--- src/rtl/w_mem_loader_pkg.sv ---
// Shared constants and FSM state type for the weight-memory loader.
package w_mem_loader_pkg;

   localparam int N_DIM_ARRAY             = 4;
   localparam int WEIGHT_DATA_WIDTH       = 8;
   localparam int WEIGHT_MEMORY_ADDR_SIZE = 14;
   localparam int CNT_WIDTH               = 15;

   // Port select encoding for cfg_fc.
   localparam logic MODE_CNN = 1'b0;

   typedef enum logic [1:0] {
      ST_IDLE  = 2'd0,
      ST_LOAD  = 2'd1,
      ST_DRAIN = 2'd2,
      ST_DONE  = 2'd3
   } state_t;

endpackage

--- src/rtl/w_mem_byte_packer.sv ---
// Lane counter, shift-in register and one-word output register with its
// valid/stall handshake. The first byte of a word lands in the top lane.
module w_mem_byte_packer
   import w_mem_loader_pkg::*;
#(
   parameter int LANES  = N_DIM_ARRAY,
   parameter int BYTE_W = WEIGHT_DATA_WIDTH,
   parameter int ADDR_W = WEIGHT_MEMORY_ADDR_SIZE
) (
   input  logic                    clk,
   input  logic                    reset,
   input  logic                    byte_fire_i,
   input  logic [BYTE_W-1:0]       byte_i,
   input  logic [ADDR_W-1:0]       addr_i,
   input  logic                    stall_i,
   output logic                    last_lane_o,
   output logic                    word_load_o,
   output logic                    out_valid_o,
   output logic                    wr_fire_o,
   output logic [LANES*BYTE_W-1:0] out_word_o,
   output logic [ADDR_W-1:0]       out_addr_o
);

   localparam int WORD_W = LANES * BYTE_W;
   localparam int LANE_W = $clog2(LANES);

   logic [LANE_W-1:0]        lane_q;
   logic [WORD_W-BYTE_W-1:0] shift_q;
   logic                     out_valid_q;
   logic [WORD_W-1:0]        out_word_q;
   logic [ADDR_W-1:0]        out_addr_q;

   assign last_lane_o = (lane_q == LANE_W'(LANES - 1));
   assign word_load_o = byte_fire_i && last_lane_o;
   assign wr_fire_o   = out_valid_q && !stall_i;
   assign out_valid_o = out_valid_q;
   assign out_word_o  = out_word_q;
   assign out_addr_o  = out_addr_q;

   // Shift bytes in, hand the completed word to the output register.
   always_ff @(posedge clk) begin
      if (reset) begin
         lane_q      <= '0;
         shift_q     <= '0;
         out_valid_q <= 1'b0;
         out_word_q  <= '0;
         out_addr_q  <= '0;
      end else begin
         if (byte_fire_i) begin
            shift_q <= {shift_q[WORD_W-2*BYTE_W-1:0], byte_i};
            lane_q  <= last_lane_o ? '0 : lane_q + 1'b1;
         end
         // A load in the same cycle as a write keeps the register full.
         if (word_load_o) begin
            out_word_q  <= {shift_q, byte_i};
            out_addr_q  <= addr_i;
            out_valid_q <= 1'b1;
         end else if (wr_fire_o) begin
            out_valid_q <= 1'b0;
         end
      end
   end

endmodule

--- src/rtl/w_mem_loader.sv ---
// Weight-memory loader: packs a byte stream into row words and writes them
// sequentially on the CNN or FC port of the weight memory.
//
// state    | meaning
// ---------+-------------------------------------------------------------
// IDLE     | waiting for start; config latched when it arrives
// LOAD     | accepting bytes, words written as they complete
// DRAIN    | all bytes in, waiting for the last word to be written
// DONE     | one-cycle done pulse, back to IDLE next cycle
module w_mem_loader
   import w_mem_loader_pkg::*;
#(
   parameter int N_DIM_ARRAY       = w_mem_loader_pkg::N_DIM_ARRAY,
   parameter int WEIGHT_DATA_WIDTH = w_mem_loader_pkg::WEIGHT_DATA_WIDTH,
   parameter int ADDR_W            = WEIGHT_MEMORY_ADDR_SIZE,
   parameter int CNT_W             = CNT_WIDTH
) (
   input  logic                                  clk,
   input  logic                                  reset,
   input  logic                                  start,
   input  logic                                  cfg_fc,
   input  logic [ADDR_W-1:0]                     cfg_base_addr,
   input  logic [CNT_W-1:0]                      cfg_num_words,
   input  logic                                  in_valid,
   output logic                                  in_ready,
   input  logic signed [WEIGHT_DATA_WIDTH-1:0]   in_data,
   input  logic                                  stall,
   output logic                                  wr_enable_cnn,
   output logic [ADDR_W-1:0]                     wr_addr_cnn,
   output logic [N_DIM_ARRAY*WEIGHT_DATA_WIDTH-1:0] wr_data_cnn,
   output logic                                  wr_enable_fc,
   output logic [ADDR_W-1:0]                     wr_addr_fc,
   output logic [N_DIM_ARRAY*WEIGHT_DATA_WIDTH-1:0] wr_data_fc,
   output logic                                  busy,
   output logic                                  done,
   output logic                                  addr_wrap
);

   localparam int WORD_W = N_DIM_ARRAY * WEIGHT_DATA_WIDTH;
   localparam int LANE_W = $clog2(N_DIM_ARRAY);
   localparam int BCNT_W = CNT_W + LANE_W;

   state_t             state_q;
   logic               fc_q;
   logic [ADDR_W-1:0]  addr_q;
   logic [CNT_W-1:0]   words_left_q;
   logic [BCNT_W-1:0]  bytes_left_q;
   logic               busy_q;
   logic               done_q;
   logic               wrap_q;

   logic               last_lane;
   logic               word_load;
   logic               out_valid;
   logic               pk_fire;
   logic               wr_fire;
   logic               byte_fire;
   logic [WORD_W-1:0]  out_word;
   logic [ADDR_W-1:0]  out_addr;

   // Lane 3 may only be taken when the output register can be freed.
   assign in_ready  = (state_q == ST_LOAD) && (bytes_left_q != '0) &&
                      (!last_lane || !out_valid || !stall);
   assign byte_fire = in_valid && in_ready;
   // The pending word is discarded by reset, so it must not strobe then.
   assign wr_fire   = pk_fire && !reset;

   w_mem_byte_packer #(
      .LANES  (N_DIM_ARRAY),
      .BYTE_W (WEIGHT_DATA_WIDTH),
      .ADDR_W (ADDR_W)
   ) u_packer (
      .clk         (clk),
      .reset       (reset),
      .byte_fire_i (byte_fire),
      .byte_i      (in_data),
      .addr_i      (addr_q),
      .stall_i     (stall),
      .last_lane_o (last_lane),
      .word_load_o (word_load),
      .out_valid_o (out_valid),
      .wr_fire_o   (pk_fire),
      .out_word_o  (out_word),
      .out_addr_o  (out_addr)
   );

   assign wr_enable_cnn = wr_fire && (fc_q == MODE_CNN);
   assign wr_enable_fc  = wr_fire && (fc_q != MODE_CNN);
   assign wr_addr_cnn   = out_addr;
   assign wr_data_cnn   = out_word;
   assign wr_addr_fc    = out_addr;
   assign wr_data_fc    = out_word;
   assign busy          = busy_q;
   assign done          = done_q;
   assign addr_wrap     = wrap_q;

   // Transfer sequencing, counters and registered status outputs.
   always_ff @(posedge clk) begin
      if (reset) begin
         state_q      <= ST_IDLE;
         fc_q         <= MODE_CNN;
         addr_q       <= '0;
         words_left_q <= '0;
         bytes_left_q <= '0;
         busy_q       <= 1'b0;
         done_q       <= 1'b0;
         wrap_q       <= 1'b0;
      end else begin
         done_q <= 1'b0;
         if (byte_fire) bytes_left_q <= bytes_left_q - 1'b1;
         if (wr_fire)   words_left_q <= words_left_q - 1'b1;
         if (word_load) begin
            addr_q <= addr_q + 1'b1;
            if (&addr_q) wrap_q <= 1'b1;
         end
         case (state_q)
            ST_IDLE: begin
               if (start) begin
                  fc_q         <= cfg_fc;
                  addr_q       <= cfg_base_addr;
                  words_left_q <= cfg_num_words;
                  bytes_left_q <= BCNT_W'(cfg_num_words) << LANE_W;
                  wrap_q       <= 1'b0;
                  if (cfg_num_words == '0) begin
                     state_q <= ST_DONE;
                     done_q  <= 1'b1;
                  end else begin
                     state_q <= ST_LOAD;
                     busy_q  <= 1'b1;
                  end
               end
            end
            ST_LOAD: begin
               if (byte_fire && bytes_left_q == BCNT_W'(1)) state_q <= ST_DRAIN;
            end
            ST_DRAIN: begin
               if (wr_fire && words_left_q == CNT_W'(1)) begin
                  state_q <= ST_DONE;
                  busy_q  <= 1'b0;
                  done_q  <= 1'b1;
               end
            end
            default: state_q <= ST_IDLE;
         endcase
      end
   end

endmodule

--- config.mk ---
export PLATFORM = sky130hd
export DESIGN_NAME = w_mem_loader
export DESIGN_NICKNAME = d
export VERILOG_FILES = /design/src/rtl/w_mem_loader_pkg.sv /design/src/rtl/w_mem_byte_packer.sv /design/src/rtl/w_mem_loader.sv
export SDC_FILE = /design/constraint.sdc
export NUM_CORES = 1
export LEC_CHECK = 0
export CAP_MARGIN = 20
export CORE_MARGIN = 3
export CORE_UTILIZATION = 45
export CTS_CLUSTER_DIAMETER = 50
export DETAILED_ROUTE_END_ITERATION = 16
export PLACE_DENSITY = 0.73
export SLEW_MARGIN = 20
export SYNTH_ARGS = -nofsm -noshare
export SYNTH_HDL_FRONTEND = slang
export SYNTH_HIERARCHICAL = 1
export SYNTH_SLANG_ARGS = --single-unit
--- constraint.sdc ---
create_clock -name clk -period 4.1 [get_ports clk]
set_clock_uncertainty 0.15 [all_clocks]
set_input_delay 1.025 -clock clk [delete_from_list [all_inputs] [get_ports clk]]
set_output_delay 1.025 -clock clk [all_outputs]
set_load 0.03 [all_outputs]
=== Word level (Yosys, flattened, before mapping) ===
Index checks and enable logic that the tools add are counted.

* Flip-flop bits (word level): 125
* Bits of input ports: 43
* Output and inout port bits: 98
* Word-level logic and storage cells: 81

* Add/sub/neg operators: 4
* Equal/unequal tests: 9
* Muxes and demuxes: 29
* Bitwise logic cells: 1
* Reductions and logical operators: 25

{| class="wikitable"
|+ Operators with widths
! kind !! number
|-
| $mux 17 || 3
|-
| $mux 15 || 3
|-
| $mux 14 || 3
|-
| $eq 17x1->1 const B || 1
|-
| $reduce_bool 17->1 || 1
|-
| $sub 17x1->17 const B || 1
|-
| $eq 15x1->1 const B || 1
|-
| $logic_not 15->1 || 1
|-
| $sub 15x1->15 const B || 1
|-
| $add 14x1->14 const B || 1
|-
| $reduce_and 14->1 || 1
|-
| $mux 1 || 12
|-
| $logic_and 1x1->1 || 10
|-
| $mux 2 || 5
|-
| $ne 2x2->1 const B || 3
|-
| $pmux 2 s3 || 1
|-
| $eq 2x2->1 const B || 2
|-
| $logic_not 1->1 || 4
|-
| $pmux 1 s2 || 2
|-
| $reduce_and 4->1 || 1
|-
| $reduce_bool 2->1 || 2
|-
| $reduce_and 3->1 || 1
|-
| $add 2x1->2 const B || 1
|-
| $eq 2x1->1 const B || 1
|-
| 5 further kinds || 6
|}

=== Depth between registers and ports, before layout ===
* Depth after elaboration: 10
* Gate-level depth with buffers: 14
* Gate-level depth less buffers: 12

=== Modules after synthesis ===
The synthesis kept the hierarchy.

{| class="wikitable"
|+ By module, submodules not included
! module !! times used !! cells an instance !! area each (µm²) !! seq. area each (µm²)
|-
| w_mem_loader || 1 || 382 || 3219.3 || 1041.0
|-
| w_mem_byte_packer || 1 || 301 || 2951.6 || 1461.4
|}

=== Worst setup path after synthesis ===
No wires, ideal clock.

* Path kind: input port to flip-flop
* Start: in stall
* End: reg addr_q[9]
* Setup time: 86 ps
* Arrival: 3313 ps
* Required time: 3864 ps
* Setup slack: 552 ps
* Cell stages on the path: 12
* Path buffers: 2
* Cells stage by stage: and3_1 nor2_1 o21ai_2 inv_2 buf_2 buf_2 and2_1 and3_1 nor3b_1 and4_1 xnor2_1 a211oi_1

* Longest elaborated chain between the ends: 8

{| class="wikitable"
|+ Ends and longest elaborated chain
! item !! RTL line !! source
|-
| from (decl) || w_mem_loader.sv:27 || <nowiki>input logic stall,</nowiki>
|-
| $logic_not 1->1 * || w_mem_loader.sv:63 || <nowiki>(!last_lane || !out_valid || !stall);</nowiki>
|-
| $logic_or 1x1->1 * || w_mem_loader.sv:63 ||
|-
| $logic_and 1x1->1 * || w_mem_loader.sv:62 || <nowiki>assign in_ready = (state_q == ST_LOAD) && (bytes_left_q != '0) &&</nowiki>
|-
| $logic_and 1x1->1 * || w_mem_loader.sv:64 || <nowiki>assign byte_fire = in_valid && in_ready;</nowiki>
|-
| via byte_fire || w_mem_loader.sv:57 || <nowiki>logic byte_fire;</nowiki>
|-
| $logic_and 1x1->1 * || w_mem_byte_packer.sv:34 || <nowiki>assign word_load_o = byte_fire_i && last_lane_o;</nowiki>
|-
| via word_load || w_mem_loader.sv:53 || <nowiki>logic word_load;</nowiki>
|-
| $mux 14 * || w_mem_loader.sv:112 || <nowiki>if (word_load) begin</nowiki>
|-
| $mux 14 || w_mem_loader.sv:118 || <nowiki>if (start) begin</nowiki>
|-
| $mux 14 * || w_mem_loader.sv:116 || <nowiki>case (state_q)</nowiki>
|-
| to (signal assigned) || w_mem_loader.sv:113 || <nowiki>addr_q <= addr_q + 1'b1;</nowiki>
|-
| to (signal assigned) || w_mem_loader.sv:120 || <nowiki>addr_q <= cfg_base_addr;</nowiki>
|-
| to (decl) || w_mem_loader.sv:45 || <nowiki>logic [ADDR_W-1:0] addr_q;</nowiki>
|}

The timed path passes the listed nets; every way through them passes the cells marked *.
A chain may end at the register's enable or synchronous reset.

=== Final worst setup path ===
* Start: in stall
* End: out wr_enable_cnn

* Longest elaborated chain between the ends: 4

{| class="wikitable"
|+ Ends and longest elaborated chain
! item !! RTL line !! source
|-
| $logic_not 1->1 || w_mem_byte_packer.sv:35 || <nowiki>assign wr_fire_o = out_valid_q && !stall_i;</nowiki>
|-
| $logic_and 1x1->1 || w_mem_byte_packer.sv:35 ||
|-
| via pk_fire || w_mem_loader.sv:55 || <nowiki>logic pk_fire;</nowiki>
|-
| $logic_and 1x1->1 || w_mem_loader.sv:66 || <nowiki>assign wr_fire = pk_fire && !reset;</nowiki>
|-
| $logic_and 1x1->1 || w_mem_loader.sv:87 || <nowiki>assign wr_enable_cnn = wr_fire && (fc_q == MODE_CNN);</nowiki>
|-
| to (decl) || w_mem_loader.sv:28 || <nowiki>output logic wr_enable_cnn,</nowiki>
|}

The timed path passes the listed nets, and every way through them passes these cells.

==> summary.txt <==
Logic synthesis
  • Async set or reset register ratio after synthesis: 0
  • Largest cells by area after synthesis: sky130_fd_sc_hd__dfxtp_1 41%, sky130_fd_sc_hd__a21bo_1 6.7%, sky130_fd_sc_hd__a21oi_1 6.1%
  • Top cell type by total area after synthesis: sky130_fd_sc_hd__dfxtp_1
  • Sequential cell area fraction in the yosys report: 0.406
  • Netlist Area Pre-Place: 6170 sq um
  • Yosys warning total: 6
  • Top-area cell type share of the netlist area: 0.406
  • Count of state elements after synthesis: 125
  • Gate count after technology mapping: a little under 700
  • Ys flop type: sky130_fd_sc_hd__dfxtp_1
  • Synthesized Nets: 737
  • Post-synth EDFFs: 0
  • Distinct cell type count of the synthesized netlist: 50
  • Syn avg cell area: around 9.0 sq um

Cells and area
  • Commonest cells after routing, fill and taps aside: 139 x sky130_fd_sc_hd__clkdlybuf4s50_1, 125 x sky130_fd_sc_hd__dfxtp_1, 75 x sky130_fd_sc_hd__a21oi_1
  • Synthesis-to-layout area growth: 28.0%
  • Combined area of the multi-input logic cells: 3070 sq um
  • Fraction of layout cells with a size suffix above 1: 0.0789
  • Layout filler cell count: 1148
  • Antenna cells: 0
  • Most common cell after layout, fill and taps aside: sky130_fd_sc_hd__clkdlybuf4s50_1
  • Seq. cell area: between 2000 and 3000 sq um
  • Nets: roughly 810

GRT
  • Vias in the first global route: 4964
  • First-pass GRT wire length: between 20000 and 25000 microns
  • Largest net degree at the start of global routing: between 100 and 150
  • Initial antenna violation count: 0
  • GR Util All Layers: 0.204
  • Final global-route overflow total: 0

Power
  • Net switching power figure: 1.28 mW
  • Share of power burned in the clock network: 0.375
  • Relative contribution of combinational cells to total power: 0.232
  • Leakage power of the design: around 2.7 nW
  • Power Dens Cells: approximately 500 nW/um^2
  • Sequential power share: 0.393
  • Worst supply voltage drop on vdd: around 0.32 mV
  • Switching portion of total power: 0.330
  • Internal power: about 2.6 mW

STA
  • Number of failing setup endpoints in the final timing report: 0
  • Setup repair after global routing missed its margin: false
  • Peak Freq: about 260 MHz
  • Final number of hold-violating endpoints: 0
  • Final period demand of the worst path: 3.85 ns
  • Pin slew with the least headroom to its limit: 0.960 ns
  • Sum of negative setup slack: 0 ns
  • Final worst-path setup slack: 0.248 ns
  • Max-slew headroom at the worst pin: 0.360
  • Period Utilization, post-route: 0.940
  • Final number of max-transition violations: 0

Worst setup path
  • WP data arrival: 2.68 ns
  • Cell occurring most often along the worst timing path: sky130_fd_sc_hd__clkdlybuf4s50_1
  • Largest stage delay on the critical path: approximately 0.67 ns
  • Number of cells traversed by the worst register-to-register path: 10
  • Critical Path RT: about 2.9 ns
  • FF-to-FF setup slack: between 0.8 and 0.9 ns
  • Endpoint of the worst register-to-register path: addr_q[9]
  • Type of the setup path with the least slack: input port to primary output
  • Capturing element type of the critical path: primary output
  • Slowest CP cell: sky130_fd_sc_hd__clkdlybuf4s50_1
  • Startpoint of the most critical register-to-register path: bytes_left_q[4]
  • Ordered list of cells on the worst path: clkdlybuf4s50_1 > nor2b_1 > nand2b_1 > nor2_1 > clkdlybuf4s50_1
  • Startpoint kind of the worst setup timing path: input port
  • Worst-path fanout max: 4

Routing
  • Vias: between 5k and 6k
  • Remaining antenna violation count after routing: 0
  • Wire length reported by the detailed router: between 15000 and 20000 microns
  • Average via count per standard cell: roughly 5.5
  • DRT iter0 DRCs: between 300 and 400
  • Number of optimization iterations in the first detailed-route pass: 5
  • Mean routed wirelength per cell: between 15 and 20 microns
  • Number of remaining DRC errors: 0

Floorplanning
  • Site Rows: 42
  • Die area: 15200 sq um
  • Die span in y: approximately 120 microns
  • Starting Density: 0.462
  • Die outline width: 123 microns
  • Num ports: 141
  • Placeable core region: between 10000 and 15000 sq um

Clock network
  • Number of buffers created by CTS: 17
  • Number of buffers inserted for hold repair after clock tree synthesis: 0
  • Post_cts resized: 0
  • Setup repair bufs after CTS: 0
  • H-tree levels: 4
  • Clock-pin slew on the worst setup and hold paths: 0.06 ns
  • # clock sinks: 125
  • Insertion delay to the later sink of the worst-skew pair: about 0.42 ns
  • Clk buf depth: 2
  • TritonCTS clock tree: yes
  • Root Driver: sky130_fd_sc_hd__clkbuf_16

Placement
  • Final weighted congestion of routability-driven global placement: between 0.8 and 0.9
  • Minimum setup slack after placement: around 0.19 ns
  • PortBufs: 140
  • HPWL reported at the end of detailed placement: ~10000 microns

Run
  • Number of max-cap violations: 0

Min path
  • Startpoint of the most critical hold path: fc_q
  • Hold Crit Class: flop to flop
  • Number of cells on the worst hold path: 2
  • Hold worst-path end: fc_q

Run status
  • Run status: finished, final reports clean
per-layer routing:
layer,vias up,share of wire,global-route usage
met4,0,0.014,0.0706
met2,146,0.48,0.331
li1,2559,-,-
met5,-,0,0
met3,21,0.048,0.0526
met1,2480,0.46,0.266
cells in the mapped netlist (3+ instances only):
| cell | number |
|---|---|
| sky130_fd_sc_hd__xnor2_1 | 15 |
| sky130_fd_sc_hd__clkbuf_1 | 19 |
| sky130_fd_sc_hd__nor4_1 | 12 |
| sky130_fd_sc_hd__mux2i_1 | 26 |
| sky130_fd_sc_hd__buf_1 | 6 |
| sky130_fd_sc_hd__buf_2 | 15 |
| sky130_fd_sc_hd__a21oi_1 | 75 |
| sky130_fd_sc_hd__a311oi_1 | 4 |
| sky130_fd_sc_hd__nor3b_1 | 3 |
| sky130_fd_sc_hd__or3_1 | 9 |
| sky130_fd_sc_hd__nor2_1 | 52 |
| sky130_fd_sc_hd__a21bo_2 | 5 |
| sky130_fd_sc_hd__nand3_1 | 55 |
| sky130_fd_sc_hd__nor3_1 | 11 |
| sky130_fd_sc_hd__and4_1 | 4 |
| sky130_fd_sc_hd__dfxtp_1 | 125 |
| sky130_fd_sc_hd__nand4_1 | 8 |
| sky130_fd_sc_hd__buf_4 | 48 |
| sky130_fd_sc_hd__a21bo_1 | 41 |
| sky130_fd_sc_hd__or4_1 | 5 |
| sky130_fd_sc_hd__inv_1 | 10 |
| sky130_fd_sc_hd__o21ai_0 | 9 |
| sky130_fd_sc_hd__a211oi_1 | 12 |
| sky130_fd_sc_hd__a31oi_1 | 8 |
| sky130_fd_sc_hd__xor2_1 | 18 |
| sky130_fd_sc_hd__o21bai_1 | 15 |
| sky130_fd_sc_hd__o211ai_1 | 3 |
| sky130_fd_sc_hd__ha_1 | 11 |
| sky130_fd_sc_hd__o41ai_1 | 5 |
| sky130_fd_sc_hd__nand2_1 | 21 |
| sky130_fd_sc_hd__buf_6 | 4 |
kinds of logic (layout without fill, tap and decap cells):
| family | Yosys count | in the layout | synth area share |
|---|---|---|---|
| compound gates | 185 | 185 | 0.215 |
| flops | 125 | 125 | 0.406 |
| simple gates | 200 | 200 | 0.168 |
| mux | 26 | 26 | 0.0422 |
| xor+xnor | 33 | 33 | 0.0468 |
| fa+ha+maj | 11 | 11 | 0.0223 |
| buf+inv | 103 | 193 | 0.0998 |
critical path: cells and delay by family:
| kind | cells | cell delay (ns) |
|---|---|---|
| and+or+nand+nor | 3 | 0.53 |
| buffers and inverters | 2 | 1.12 |
flip-flops by register name, summed over array words and instances (netlist names):
signal	cells
words_left_q	15
bytes_left_q	17
u_packer/out_addr_o	14
addr_wrap	1
done	1
u_packer/out_word_o	32
u_packer/shift_q	24
u_packer/out_valid_o	1
fc_q	1
busy	1
u_packer/lane_q	2
state_q	2
addr_q	14
power groups by stage:
stage | Sequential (mW) | Combinational, mW | Clock (mW)
floorplan | 1.51 | 0.682 | 0
global placement | 1.54 | 0.870 | 0
global route | 1.55 | 1.00 | 1.54
finish | 1.53 | 0.902 | 1.46
detailed placement | 1.55 | 0.893 | 0
CTS | 1.53 | 0.901 | 1.48
layout make-up:
class	count	share of cell area
tap	176	0.0279
timing repair buffer	150	0.189
sequential	125	0.317
inverter	11	0.00554
clock inverter	14	0.0185
clock buffer	18	0.0543
multi-input combinational	455	0.388
stage by stage:
step / instance area [sq um] / power, mW / hold slack (ns) / instances / util
floorplan: 6170 / 2.19 / 0.300 / 683 / -
CTS: 7900 / 3.90 / 0.333 / 949 / 0.592
global route: 7900 / 4.10 / 0.354 / 949 / 0.592
finish: 7900 / 3.89 / 0.335 / 949 / 0.592
global placement: 7320 / 2.41 / 0.310 / 917 / 0.548
detailed placement: 7320 / 2.44 / 0.321 / 917 / 0.548
worst max-delay path by stage:
stage,start,end,cells past startpoint
6_report,stall,wr_enable_cnn,5
5_1_grt,stall,wr_enable_fc,5
4_1_cts,stall,wr_enable_cnn,5
3_5_place_dp,stall,addr_q[11],12
3_3_place_gp,stall,in_ready,6
2_1_floorplan,stall,addr_q[9],12
Note: power is estimated with default switching activity, not from simulation.
